File: src/rtl/uart_rx_deserializer.sv
// UART 8N1 receive front end: oversamples the serial pin, recovers bytes and
// writes them into the receive ring buffer, flagging framing errors and overruns.
module uart_rx_deserializer #(
   parameter int CLKS_PER_BIT = 187,
   parameter int DEPTH        = 32,
   parameter bit DATA_INVERT  = 1'b1
) (
   input  logic        clk,
   input  logic        clear,
   input  logic        uart_port_DI,
   input  logic [15:0] read_ptr,
   output logic        wr_en,
   output logic [15:0] wr_ptr,
   output logic [7:0]  rx_DO,
   output logic        frame_err,
   output logic        overrun,
   output logic        rx_busy
);
   localparam int               CNT_W    = $clog2(CLKS_PER_BIT);
   localparam logic [CNT_W-1:0] HALF     = CNT_W'(CLKS_PER_BIT / 2);
   localparam logic [CNT_W-1:0] LAST     = CNT_W'(CLKS_PER_BIT - 1);
   localparam logic [15:0]      PTR_LAST = 16'(DEPTH - 1);
   localparam logic [7:0]       INV_MASK = DATA_INVERT ? 8'hFF : 8'h00;

   typedef enum logic [2:0] {WAIT_HIGH, IDLE, START, DATA, STOP} state_t;

   state_t           state_q, state_d;
   logic             sync1_q, rx_s_q;
   logic [CNT_W-1:0] cnt_q, cnt_d;
   logic [2:0]       bit_idx_q, bit_idx_d;
   logic [7:0]       shreg_q, shreg_d;
   logic [7:0]       rx_do_q, rx_do_d;
   logic [15:0]      wr_ptr_q, wr_ptr_d, ptr_next;
   logic             wr_en_q, wr_en_d;
   logic             frame_err_q, frame_err_d;
   logic             overrun_q, overrun_d;
   logic             busy_q;
   logic             full;

   // Full is evaluated on the live read_ptr so a same-cycle consumer advance counts.
   assign ptr_next = (wr_ptr_q == PTR_LAST) ? '0 : wr_ptr_q + 16'd1;
   assign full     = (ptr_next == read_ptr);

   always_comb begin
      state_d     = state_q;
      cnt_d       = cnt_q;
      bit_idx_d   = bit_idx_q;
      shreg_d     = shreg_q;
      rx_do_d     = rx_do_q;
      wr_en_d     = 1'b0;
      frame_err_d = 1'b0;
      overrun_d   = 1'b0;
      wr_ptr_d    = wr_en_q ? ptr_next : wr_ptr_q;
      case (state_q)
         WAIT_HIGH: begin
            if (!rx_s_q) begin
               cnt_d = '0;
            end else if (cnt_q == LAST) begin
               state_d = IDLE;
               cnt_d   = '0;
            end else begin
               cnt_d = cnt_q + 1'b1;
            end
         end
         IDLE: begin
            if (!rx_s_q) begin
               state_d = START;
               cnt_d   = '0;
            end
         end
         START: begin
            if (cnt_q == HALF) begin
               cnt_d = '0;
               if (!rx_s_q) begin
                  state_d   = DATA;
                  bit_idx_d = '0;
               end else begin
                  state_d = IDLE;
               end
            end else begin
               cnt_d = cnt_q + 1'b1;
            end
         end
         DATA: begin
            if (cnt_q == LAST) begin
               cnt_d     = '0;
               shreg_d   = {rx_s_q, shreg_q[7:1]};
               bit_idx_d = bit_idx_q + 3'd1;
               if (bit_idx_q == 3'd7) state_d = STOP;
            end else begin
               cnt_d = cnt_q + 1'b1;
            end
         end
         STOP: begin
            if (cnt_q == LAST) begin
               cnt_d = '0;
               if (!rx_s_q) begin
                  frame_err_d = 1'b1;
                  state_d     = WAIT_HIGH;
               end else if (full) begin
                  overrun_d = 1'b1;
                  state_d   = IDLE;
               end else begin
                  wr_en_d = 1'b1;
                  rx_do_d = shreg_q ^ INV_MASK;
                  state_d = IDLE;
               end
            end else begin
               cnt_d = cnt_q + 1'b1;
            end
         end
         default: state_d = WAIT_HIGH;
      endcase
   end

   always_ff @(posedge clk) begin
      if (clear) begin
         state_q     <= WAIT_HIGH;
         sync1_q     <= 1'b1;
         rx_s_q      <= 1'b1;
         cnt_q       <= '0;
         bit_idx_q   <= '0;
         shreg_q     <= '0;
         rx_do_q     <= '0;
         wr_ptr_q    <= '0;
         wr_en_q     <= 1'b0;
         frame_err_q <= 1'b0;
         overrun_q   <= 1'b0;
         busy_q      <= 1'b0;
      end else begin
         state_q     <= state_d;
         sync1_q     <= uart_port_DI;
         rx_s_q      <= sync1_q;
         cnt_q       <= cnt_d;
         bit_idx_q   <= bit_idx_d;
         shreg_q     <= shreg_d;
         rx_do_q     <= rx_do_d;
         wr_ptr_q    <= wr_ptr_d;
         wr_en_q     <= wr_en_d;
         frame_err_q <= frame_err_d;
         overrun_q   <= overrun_d;
         busy_q      <= (state_q == START) || (state_q == DATA) || (state_q == STOP);
      end
   end

   // Pulses are masked while clear is high so none leak out during a reset cycle.
   assign wr_en     = wr_en_q & ~clear;
   assign frame_err = frame_err_q & ~clear;
   assign overrun   = overrun_q & ~clear;
   assign wr_ptr    = wr_ptr_q;
   assign rx_DO     = rx_do_q;
   assign rx_busy   = busy_q;
endmodule

File: config.mk
export PLATFORM = sky130hd
export DESIGN_NAME = uart_rx_deserializer
export DESIGN_NICKNAME = d
export VERILOG_FILES = /design/src/rtl/uart_rx_deserializer.sv
export SDC_FILE = /design/constraint.sdc
export NUM_CORES = 1
export LEC_CHECK = 0
export ABC_AREA = 0
export BUFFER_PORTS_ARGS = -buffer_cell sky130_fd_sc_hd__buf_2
export CORE_UTILIZATION = 57
export DETAILED_ROUTE_END_ITERATION = 8
export PLACE_DENSITY = 0.8
export SYNTH_ARGS = -nofsm -noshare
export SYNTH_HDL_FRONTEND = slang
export SYNTH_SLANG_ARGS = --single-unit
File: constraint.sdc
create_clock -name clk -period 3.7 [get_ports clk]
set_input_delay 0 -clock clk [delete_from_list [all_inputs] [get_ports clk]]
set_output_delay 0 -clock clk [all_outputs]
set_load 0.02 [all_outputs]
-- After elaboration in Yosys (flattened, before gate mapping)
Index checks and enable logic that the tools add are counted.
- mux-type cells: 23
- equality and inequality tests: 17
- reduce and logical (&&, ||, !) cells: 13
- bitwise operators: 9
- $add $sub $neg: 3
- operator list (kind ; count):
    $mux 8 ; 4
    $pmux 8 s4 ; 1
    $mux 3 ; 10
    $add 16x1->16 const B ; 1
    $eq 16x16->1 ; 1
    $eq 16x5->1 const B ; 1
    $mux 16 ; 1
    $ne 2x2->1 const B ; 8
    $pmux 3 s5 ; 1
    $add 8x1->8 const B ; 1
    $eq 8x7->1 const B ; 1
    $eq 8x8->1 const B ; 1
    $not 8->8 ; 1
    $reduce_and 4->1 ; 2
    $reduce_and 7->1 ; 1
    $eq 3x2->1 const B ; 2
    $eq 3x3->1 const B ; 2
    $pmux 3 s2 ; 1
    $not 1->1 ; 5
    $mux 1 ; 4
    $reduce_and 2->1 ; 2
    $reduce_bool 4->1 ; 1
    $reduce_or 4->1 ; 1
    $add 3x1->3 const B ; 1
    other kinds (8) ; 11
- logic and storage cells: 77
- input port bits: 19
- flip-flop bits (word level): 52
- output and inout port bits: 28

-- Longest topological paths before layout
- depth in word-level cells: 5
- gate-level depth with buffers: 10
- depth with buffers taken out: 9

-- Worst setup path after synthesis
Ideal clock, no wire load.
- path type: reg2reg
- start: register wr_ptr_q[0], in the netlist wr_ptr[0]
- end: register rx_do_q[0], in the netlist rx_DO[0]
- cell stages (with the launch flop): 9
- buffers on the path: 0
- clock period less this slack: 3.156 ns
- slack: 0.544 ns
- required time: 3.579 ns
- arrival: 3.035 ns
- library setup time: 0.121 ns
- path through: dfxtp_1 > ha_1 > or4b_4 > nor4_4 > o21ai_0 > a211o_1 > and4b_1 > a41oi_4 > mux2_2
- longest elaborated chain between the ends: 5
- elaborated cells between the ends (all ways): 6
- classes of those cells: 1 x add/sub; 2 x eq/ne; 1 x mux; 1 x bitwise; 1 x reduce/logical
- RTL lines (element ; RTL line ; source):
    start: declaration ; 33 ; logic [15:0] wr_ptr_q, wr_ptr_d, ptr_next;
    start signal: assignment ; 138 ; wr_ptr_q <= wr_ptr_d;
    $add 16x1->16 or $eq 16x5->1 (tied branches) ; 41 ; assign ptr_next = (wr_ptr_q == PTR_LAST) ? '0 : wr_ptr_q + 16'd1;
    $mux 16 (*) ; 41 ;
    $eq 16x16->1 (*) ; 42 ; assign full = (ptr_next == read_ptr);
    $not 1->1 (no line) (*) ; -- ;
    $reduce_and 4->1 (no line) (*) ; -- ;
    end signal: assignment ; 137 ; rx_do_q <= rx_do_d;
    end: declaration ; 32 ; logic [7:0] rx_do_q, rx_do_d;
Mark *: on every way between the ends. The rest lies on a longest branch, timed or not.
A chain may end at the register's enable or synchronous reset.

-- Worst setup path after layout
- start: register wr_ptr_q[0], in the netlist wr_ptr[0]
- end: register rx_do_q[2], in the netlist rx_DO[2]
The elaborated chain is that of the path after synthesis.

==> summary.md <==
| Metric | Value |
|---|---|
| Status | `finished, final reports clean` |
| Vias/cell | `approximately 5.7` |
| CTS Buffer Depth | `2` |
| Clk root buf | `clkbuf_8` |
| Yosys warning count | `0` |
| EDFF count, synth | `0` |
| Max transition margin | `39.1%` |
| Setup slack at placement | `about 0.55 ns` |
| Worst r2r dst | `rx_DO[2]` |
| Crit path launch type | `flip-flop` |
| HP Start | `read_ptr[5]` |
| Clock transition at the registers of the reported paths | `~0.1 ns` |
| Final setup TNS | `0 ns` |
| Initial Util | `between 60 and 70%` |
| Setup Fix Bufs, Post-CTS | `0` |
| R2R Setup Slk | `between 0.5 and 0.6 ns` |
| Clock Sink Count | `52` |
| Worst skew pair latency | `0.30 ns` |
| Distinct cells, synth | `49` |
| Achievable Freq | `between 300 and 400 MHz` |
| Grt total ovfl | `0` |
| Worst hold path class | `in2reg` |
| Max-Cap Viols | `0` |
| H-tree depth | `2` |
| Leakage | `about 1.3 nW` |
| Worst Setup End Kind | `flip-flop` |
| Die ar. | `0.00553 sq mm` |
| Arr. time, crit path | `between 3 and 4 ns` |
| Largest net degree at the start of global routing | `56` |
| Mapped Nets | `roughly 390` |
| Register area share after synthesis | `between 30% and 40%` |
| Worst endpoint required time | `just under 4 ns` |
| Area Overhead vs Synth | `11.1%` |
| Die width | `between 70 and 80 um` |
| Die Ht | `74.4 um` |
| Peak VDD IR | `between 0.0002 and 0.0003 V` |
| Hold path depth | `5` |
| All-Layer GR Usage | `a little under a quarter` |
| Main flop type after synthesis | `dfxtp_1` |
| Vias in the first global route | `2262` |
| Io pins | `47` |
| Min Tclk post-route | `about 3.2 ns` |
| Slew @ Worst Pin | `between 0.9 and 1 ns` |
| Setup violators final | `0` |
| R2r startpoint | `wr_ptr[0]` |
| DRT Pass-1 Iters | `4` |
| WHS | `roughly 0.19 ns` |
| Initial antenna violation count | `0` |
| Final net count | `420` |
| Antenna diodes | `0` |
| Global-route wire length before repair | `between 10 and 15 mm` |
| Endpoints failing hold | `0` |
| Pwr Total | `roughly 0.97 mW` |
| Setup Skew | `approximately 0.0061 ns` |
| Crit path max fanout | `12` |
| Drt first-iter violations | `approximately 270` |
| Post-route ant nets | `0` |
| Routed WL per cell | `13.5 um` |
| Vias post-DR | `about 2600` |
| Share of cells above drive strength 1 | `between 15 and 20%` |
| Syn avg cell area | `8.23 sq um` |
| Synth Register Bits | `52` |
| PwrDens | `292 mW/mm^2` |
| Final slew viol count | `0` |
| Setup crit start | `wr_ptr[0]` |
| Core Area | `about 0.005 sq mm` |
| Register-to-Register Path Depth | `9` |
| Gpl congestion | `approximately 0.86` |
| WS Path Type | `reg2reg` |
| Util after Layout | `between 60% and 70%` |
| Hold worst-path end | `overrun_q` |
| FFs w/ async S/R, synth | `0%` |
| Critical Path Max Stage Delay | `approximately 0.5 ns` |
| Crit-path slowest cell | `dfxtp_1` |
| Port buffer count | `46` |
| CTS tree | `yes` |
| Post-DP HPWL | `approximately 4.4 mm` |
| Fin crit share | `86.0%` |
| DRC | `0` |
| RSZ-0062 raised after global routing | `false` |
| Cell Rows | `25` |
| Mapped Cells | `363` |
| Post-synthesis cell area | `0.00299 sq mm` |
| Cell Chain, Critical Path | `ha_1, or4b_4, nor4_4, buf_4, o21a_1, nor3_1, and4b_1, a41oi_4, mux2_2` |
| Final worst slack | `between 0.5 and 0.6 ns` |
| CTS Buf Count | `5` |
| Wirelength, routed | `slightly above 6 mm` |
-- power breakdown --
group / total (mW) / switching (mW) / internal (mW)
registers: 0.568 / 0.00454 / 0.563
logic: 0.0609 / 0.0341 / 0.0269
clock network: 0.341 / 0.201 / 0.139
-- final cells by class --
class / count / area (sq um)
repair buffers: 49 / 255
clock inverters: 3 / 27.5
fillers: 413 / 1560
multi-input cells: 281 / 1820
flip-flops and latches: 52 / 1040
inverters: 6 / 22.5
well taps: 67 / 83.8
clock buffers: 5 / 68.8
-- synthesized netlist by cell type, types with 4 or more instances --
master	count	area (sq um)
nor2_1	57	214
dfxtp_1	52	1040
nand2_1	26	97.6
a21oi_1	18	90.1
xnor2_1	18	158
clkbuf_1	17	63.8
xor2_1	16	140
nor2b_1	14	87.6
nand4_1	13	81.3
mux2i_1	12	120
nor3_1	12	60.1
o21ai_0	11	55.1
mux2_2	8	90.1
nand3_1	7	35.0
nor4_1	7	43.8
ha_1	6	75.1
inv_1	6	22.5
nor3b_1	6	45.0
and4b_1	5	50.1
and3_1	4	25.0
buf_2	4	20.0
nand2b_1	4	25.0
-- through the flow --
stage / instance area [sq um] / std cells
after detailed placement: 3210 / 454
final: 3320 / 463
after global routing: 3320 / 463
after CTS: 3320 / 463
after global placement: 3210 / 454
after floorplan: 2990 / 363
-- metal layers --
metal  global-route usage, %  vias to the layer above  part of all wire (%)
li1                        -                     1322                     -
met1                    30.7                     1218                    46
met2                    40.1                       77                    48
met3                    3.93                        8                   4.8
met4                    8.60                        0                   1.5
met5                       0                        -                     0
-- sequential cells by signal, summed over array words and instances (netlist names) --
register	flops
wr_ptr	16
cnt_q	8
rx_s_q	1
wr_en_q	1
rx_DO	8
bit_idx_q	3
frame_err_q	1
state_q	3
overrun_q	1
sync1_q	1
shreg_q	8
rx_busy	1
-- critical path, delay by kind of cell, from the launching register on --
family                     cells  cell delay [ns]
AOI/OAI and AO/OA              2             0.53
DFF                            1             0.50
muxes                          1             0.38
buffers and inverters          1             0.25
adders and majority gates      1             0.23
and+or+nand+nor                4             1.18
-- worst max-delay path by stage --
stage                    end  slack, ns
CTS                 rx_DO[2]       0.51
floorplan           rx_DO[0]       0.54
global placement    rx_DO[2]       0.62
finish              rx_DO[2]       0.52
global route        rx_DO[2]       0.36
detailed placement  rx_DO[2]       0.55
-- cell usage in the layout, fill, tap and decap left out, drive strengths merged, types with 13 or more instances in the layout --
cell,synthesis,final
nor2b,14,14
a21oi,18,18
buf,7,48
nor2,57,57
xnor2,18,18
nand2,26,26
nand4,13,13
dfxtp,52,52
xor2,16,16
-- kinds of logic after synthesis --
logic type	after synthesis	synth area share, %
simple gates	175	31.5
flops	52	34.9
compound gates	46	9.97
xor+xnor	34	9.97
buf+inv	30	4.19
mux	20	7.04
fa+ha+maj	6	2.51
-- what timing repair did --
item / in CTS / in global routing
resized for setup: 0 / 0
endpoints found under the hold margin: 1 / 0
hold buffers: 1 / 0
Power figures use the tool's default switching activity.
